===== src/rtl/farmer_game.sv =====
// River-crossing game controller: holds the four bank positions, applies one
// move per accepted command and tracks win/loss and the number of moves made.
module farmer_game #(
  parameter int MOVE_W = 8
) (
  input  logic              clk,
  input  logic              reset,
  input  logic              restart,
  input  logic              move_valid,
  input  logic [1:0]        move_sel,
  output logic              f_out,
  output logic              x_out,
  output logic              g_out,
  output logic              b_out,
  output logic              e_out,
  output logic              illegal,
  output logic              win,
  output logic              lost,
  output logic [MOVE_W-1:0] move_count
);

  typedef enum logic [1:0] {PLAY, LOST, WON} state_t;

  state_t state;

  logic sel_bank;
  logic legal;
  logic next_f, next_x, next_g, next_b;

  // Goose is eaten (or eats) whenever it shares a bank with fox or beans
  // while the farmer is across the river.
  function automatic logic unsafe(input logic f, input logic x,
                                  input logic g, input logic b);
    return ((x == g) && (f != g)) || ((g == b) && (f != g));
  endfunction

  always_comb begin
    sel_bank = f_out;
    case (move_sel)
      2'd1:    sel_bank = x_out;
      2'd2:    sel_bank = g_out;
      2'd3:    sel_bank = b_out;
      default: sel_bank = f_out;
    endcase
  end

  assign legal  = (move_sel == 2'd0) || (sel_bank == f_out);
  assign next_f = ~f_out;
  assign next_x = x_out ^ (move_sel == 2'd1);
  assign next_g = g_out ^ (move_sel == 2'd2);
  assign next_b = b_out ^ (move_sel == 2'd3);

  assign e_out = unsafe(f_out, x_out, g_out, b_out);
  assign win   = (state == WON);
  assign lost  = (state == LOST);

  always_ff @(posedge clk or posedge reset) begin
    if (reset) begin
      state      <= PLAY;
      f_out      <= 1'b0;
      x_out      <= 1'b0;
      g_out      <= 1'b0;
      b_out      <= 1'b0;
      illegal    <= 1'b0;
      move_count <= '0;
    end else if (restart) begin
      state      <= PLAY;
      f_out      <= 1'b0;
      x_out      <= 1'b0;
      g_out      <= 1'b0;
      b_out      <= 1'b0;
      illegal    <= 1'b0;
      move_count <= '0;
    end else begin
      illegal <= 1'b0;
      if ((state == PLAY) && move_valid) begin
        if (legal) begin
          f_out <= next_f;
          x_out <= next_x;
          g_out <= next_g;
          b_out <= next_b;
          if (move_count != '1)
            move_count <= move_count + MOVE_W'(1);
          // Outcome is judged on the position this move creates.
          if (unsafe(next_f, next_x, next_g, next_b))
            state <= LOST;
          else if (next_f && next_x && next_g && next_b)
            state <= WON;
          else
            state <= PLAY;
        end else begin
          illegal <= 1'b1;
        end
      end
    end
  end

endmodule


===== config.mk =====
export PLATFORM = sky130hd
export DESIGN_NAME = farmer_game
export DESIGN_NICKNAME = d
export VERILOG_FILES = /design/src/rtl/farmer_game.sv
export SDC_FILE = /design/constraint.sdc
export NUM_CORES = 1
export LEC_CHECK = 0
export CORE_AREA = 4 4 49 51
export CTS_CLUSTER_DIAMETER = 60
export DETAILED_ROUTE_END_ITERATION = 16
export DIE_AREA = 0 0 53 55
export PLACE_DENSITY_LB_ADDON = 0.25
export SLEW_MARGIN = 20
export SYNTH_ARGS = -nofsm -noshare
export SYNTH_HDL_FRONTEND = slang
export SYNTH_SLANG_ARGS = --single-unit
export TNS_END_PERCENT = 10

===== constraint.sdc =====
create_clock -name clk -period 2.85 [get_ports clk]
set_input_delay 0.57 -clock clk [delete_from_list [all_inputs] [get_ports clk]]
set_output_delay 0.57 -clock clk [all_outputs]
set_load 0.01 [all_outputs]

## Yosys cells after proc, flatten, opt, wreduce, memory -nomap -nowiden

Cells that the tools add are included.

| storage, ports and cells | value |
|---|---|
| bits in registers | 15 |
| latch bits | 0 |
| RAM bits | 0 |
| memory bits (read-only) | 0 |
| memories kept | 0 |

| cells by class | value |
|---|---|
| add/sub/neg operators | 1 |
| multipliers | 0 |
| divide/modulo/power cells | 0 |
| order comparisons | 0 |
| equal/unequal tests | 13 |
| shifts and indexed selects | 0 |
| mux-type cells | 25 |
| bitwise gates (word level) | 4 |
| reductions and logical operators | 18 |

Operators with widths:

| kind | number |
|---|---|
| 8-bit 2-to-1 mux | 4 |
| 1-bit 2-to-1 mux | 15 |
| 2-bit 2-to-1 mux | 5 |
| 8-bit by 1-bit adder with 8-bit output, second input constant | 1 |
| 1-bit logical AND | 8 |
| 8-bit != test, second input constant | 1 |
| 2-bit == test, second input constant | 3 |
| 2-bit nonzero test | 3 |
| 1-bit == test | 5 |
| 2-bit by 1-bit == test with 1-bit output, second input constant | 2 |
| 2-bit zero test | 2 |
| 1-bit logical OR | 3 |
| 1-bit case mux with 3 select lines | 1 |
| 3-bit AND reduction | 1 |
| 1-bit XOR | 3 |
| 1-bit != test | 2 |
| 2-bit AND reduction | 1 |
| 1-bit NOT | 1 |

## Longest topological paths before layout

| logic depth | value |
|---|---|
| depth in word-level cells | 10 |
| depth in mapped cells | 7 |
| depth with buffers taken out | 6 |

## Worst setup path before layout

OpenSTA, ideal clock, no wires.

| timing path | value |
|---|---|
| kind | in2reg |
| start point | input move_sel[0] |
| end point | register move_count[5] |
| library setup time | 0.103 ns |
| arrival | 2.334 ns |
| setup slack | 0.413 ns |
| cell stages on the path | 6 |
| path buffers | 0 |
| cells stage by stage | and2_1 -> ha_1 -> or4_4 -> a32o_2 -> or3_4 -> o41ai_2 |

| between the ends | value |
|---|---|
| longest elaborated chain between the ends | 6 |
| elaborated cells on any way between the ends | 9 |

Ends and longest elaborated chain:

| element | line | source |
|---|---|---|
| start: declaration | 10 | `input logic [1:0] move_sel,` |
| 2-bit == test or 2-bit by 1-bit == test with 1-bit output (tied branches) | 39 | `case (move_sel)` |
| 1-bit case mux with 3 select lines | 39 |  |
| 1-bit == test | 47 | `assign legal = (move_sel == 2'd0) \|\| (sel_bank == f_out);` |
| 1-bit logical OR (*) | 47 |  |
| 2-bit nonzero test (no line) (*) | - |  |
| 3-bit AND reduction (no line) (*) | - |  |
| end signal: assignment | 83 | `move_count <= move_count + MOVE_W'(1);` |
| end: declaration | 19 | `output logic [MOVE_W-1:0] move_count` |

Mark *: on every way between the ends. The rest lies on a longest branch, timed or not.
A chain may end at the register's enable or synchronous reset.

## Worst setup path in the final report

Same ends and word-level chain as after synthesis.

==> flow_summary.toml <==
[die]
core_um2 = 1942
die_h_um = 55
die_x_um = 53
core.rowCount = 16
die_area_um2 = 2915
io_pins = 22
floorplan.initialDensity = 0.4594

[placed_design]
place_inst = 147
gp_congestion = 0.8085
port_buffers = 21
dp_hpwl_mm = 1.570
place_ws_ns = -0.1247

[yosys]
seq_area_frac_synth = 0.4208
syn-num-nets = 107
yosysWarnings = 0
syn_inst = 97
ys_top_cells_by_area = "dfrtp_1 (42%), o31ai_1 (5.9%), ha_1 (5.6%), o21ai_0 (5.6%), nand2_1 (5.0%)"
ys_types = 31
synth.avg_cell_area_um2 = 9.197
yosys.area.top_type_share = 0.4208
syn-cell-area_um2 = 892.1
yosysTopAreaCell = "dfrtp_1"
ys_seq_elements = 15

[critical_path]
critical-path-top-delay-family = "simple AND/OR/NAND/NOR gates"
path_class = "input pin to flip-flop"
critPathCaptureType = "flip-flop"
worst-path-max-fanout = 5
crit_slowest_cell = "or4_4"
worstPathArrival_ns = 2.87
critPathRequiredTime_ns = 3.05
slowest_delay_ns = 0.52
critPathLaunchType = "input pin"
cp_num_buf_inv = 1
cp_cell_sequence = "clkdlybuf4s50_1 -> and2_1 -> ha_1 -> or4_4 -> a32o_2 -> or3_4 -> o41ai_2"

[clock_network]
h-tree-depth = 1
tritoncts = "yes"
post-cts-setup-buffer-count = 0
path_clk_slew_ns = 0.11
worstSkewPairLatency_ns = 0.29
cts.hold.buffers_added = 0
numCtsBuffers = 3
cts.root.buffer_cell = "clkbuf_4"
cts_resized = 0
numClockSinks = 15
cts_buffer_depth = 2

[global_route]
grt_usage = 0.1633
grt_overflow = 0
grt_pass1_wl_mm = 3.512
grt_pass1_vias = 831
grt_max_degree = 23
antenna_found_initial = 0

[timing]
finalCriticalPeriod_ns = 2.673
hold_slack_ns = 0.5305
fmax_mhz = 374.2
final_hold_viol_count = 0
fin_ws_ns = 0.1773
worstMarginPinSlew_ns = 0.5659
finalSetupTns_ns = 0
rsz0062_at_grt = "no"
setup_viol = 0
slew_violations = 0
relSlewSlack = 0.6223
fin_crit_sh = 0.9378
skew_ns = 0.008871

[detailed_routing]
routed-via-count = 838
wl_mm = 2.081
vias_per_cell = 5.550
routedWlPerCell_um = 13.78
route.detailed.drc = 0
drtPass1Iterations = 4
drt_iter0_drc = 17
ant_nets = 0

[finish]
final_cell_mix = "clkdlybuf4s50_1 (21), dfrtp_1 (15), nand2_1 (12)"
final_common_cell = "clkdlybuf4s50_1"
drive_gt1_frac = 0.1371
areaGrowthSynthToFinish_pct = 32.96
nets = 135
layoutNonFillerInstCount = 151
diodes = 0
final_util = 0.6108

[power]
peakVddDrop_mv = 0.5698
p_leak_nw = 0.5242
power.density_nw_per_um2 = 696.1

[hold_path]
hold_class = "flip-flop to flip-flop"

[flow_run]
maxCapViolations = 0

[status]
outcome = "completed"
[per-layer routing]
layer / track usage / wire, um
met5: 0 / 0
met2: 0.2624 / 1027
met4: 0.09787 / 37
met3: 0.01877 / 99
met1: 0.2120 / 916
[cell type report]
cell class                 count  area [um2]
timing repair buffer          27       255.2
sequential                    15       375.4
multi-input combinational     74       479.2
tap                           27       33.78
clock buffer                   3       22.52
inverter                       4       15.01
clock inverter                 1       5.005
fill                         190       755.7
[worst register-to-register path, stage by stage, from the launching register on]
cell and delay [ns]:
dfrtp_1 0.43, ha_1 0.23, or4_4 0.52, a32o_2 0.29
or3_4 0.40, o41ai_2 0.27
[cell families (layout without fill, tap and decap cells)]
group	Yosys count	after routing	synth area share
AO/OA/AOI/OAI	31	31	0.2553
adder cells (fa/ha/maj)	4	4	0.05610
buffers and inverters	8	35	0.04207
flip-flops	15	15	0.4208
AND/OR/NAND/NOR	39	39	0.2258
[cells in the mapped netlist]
master    number
a211oi_1       1
a32o_2         1
buf_6          1
a21o_1         1
o21ba_2        1
nand3_1        5
dfrtp_1       15
inv_1          4
nor2_1         7
nand4_1        1
o22a_1         1
nand2b_1       1
o31ai_1        7
o21a_1         2
or3b_2         1
a31oi_1        3
or3_4          1
o21ai_0       10
ha_1           4
clkbuf_1       3
o221a_2        1
nor3_1         3
o211a_1        1
and2_1         1
or4_4          1
nor2b_1        4
nor4_1         1
nand2_1       12
nand4b_1       1
o41ai_1        1
o41ai_2        1
[metrics by stage]
step | cell area (um2) | total power [mW]
finish | 1186 | 0.8257
global route | 1186 | 0.8911
CTS | 1186 | 0.8314
detailed placement | 1159 | 0.7018
global placement | 1159 | 0.6920
floorplan | 892.1 | 0.5437
[path summary, 6_finish.rpt]
kind,from,end,slack (ns),cells after the start
worst max-delay path,move_sel[0],move_count[5],0.18,7
worst min-delay path,state[0],state[0],0.53,2
worst max register to register,b_out,move_count[5],0.63,5
worst min register to register,state[0],state[0],0.53,2
max in group asynchronous,reset,illegal,1.85,2
min in group asynchronous,reset,move_count[1],0.62,2
[power breakdown]
part           switching [mW]  leakage [nW]  internal, mW  total [mW]
Sequential             0.0663         0.203         0.260       0.327
Combinational           0.170         0.304         0.201       0.371
Clock                  0.0761        0.0177        0.0521       0.128
Total                   0.313         0.524         0.513       0.826
[flip-flops by register name, summed over array words and instances (netlist names)]
name,cells
state,2
b_out,1
g_out,1
illegal,1
x_out,1
move_count,8
f_out,1
Power figures use the tool's default switching activity.
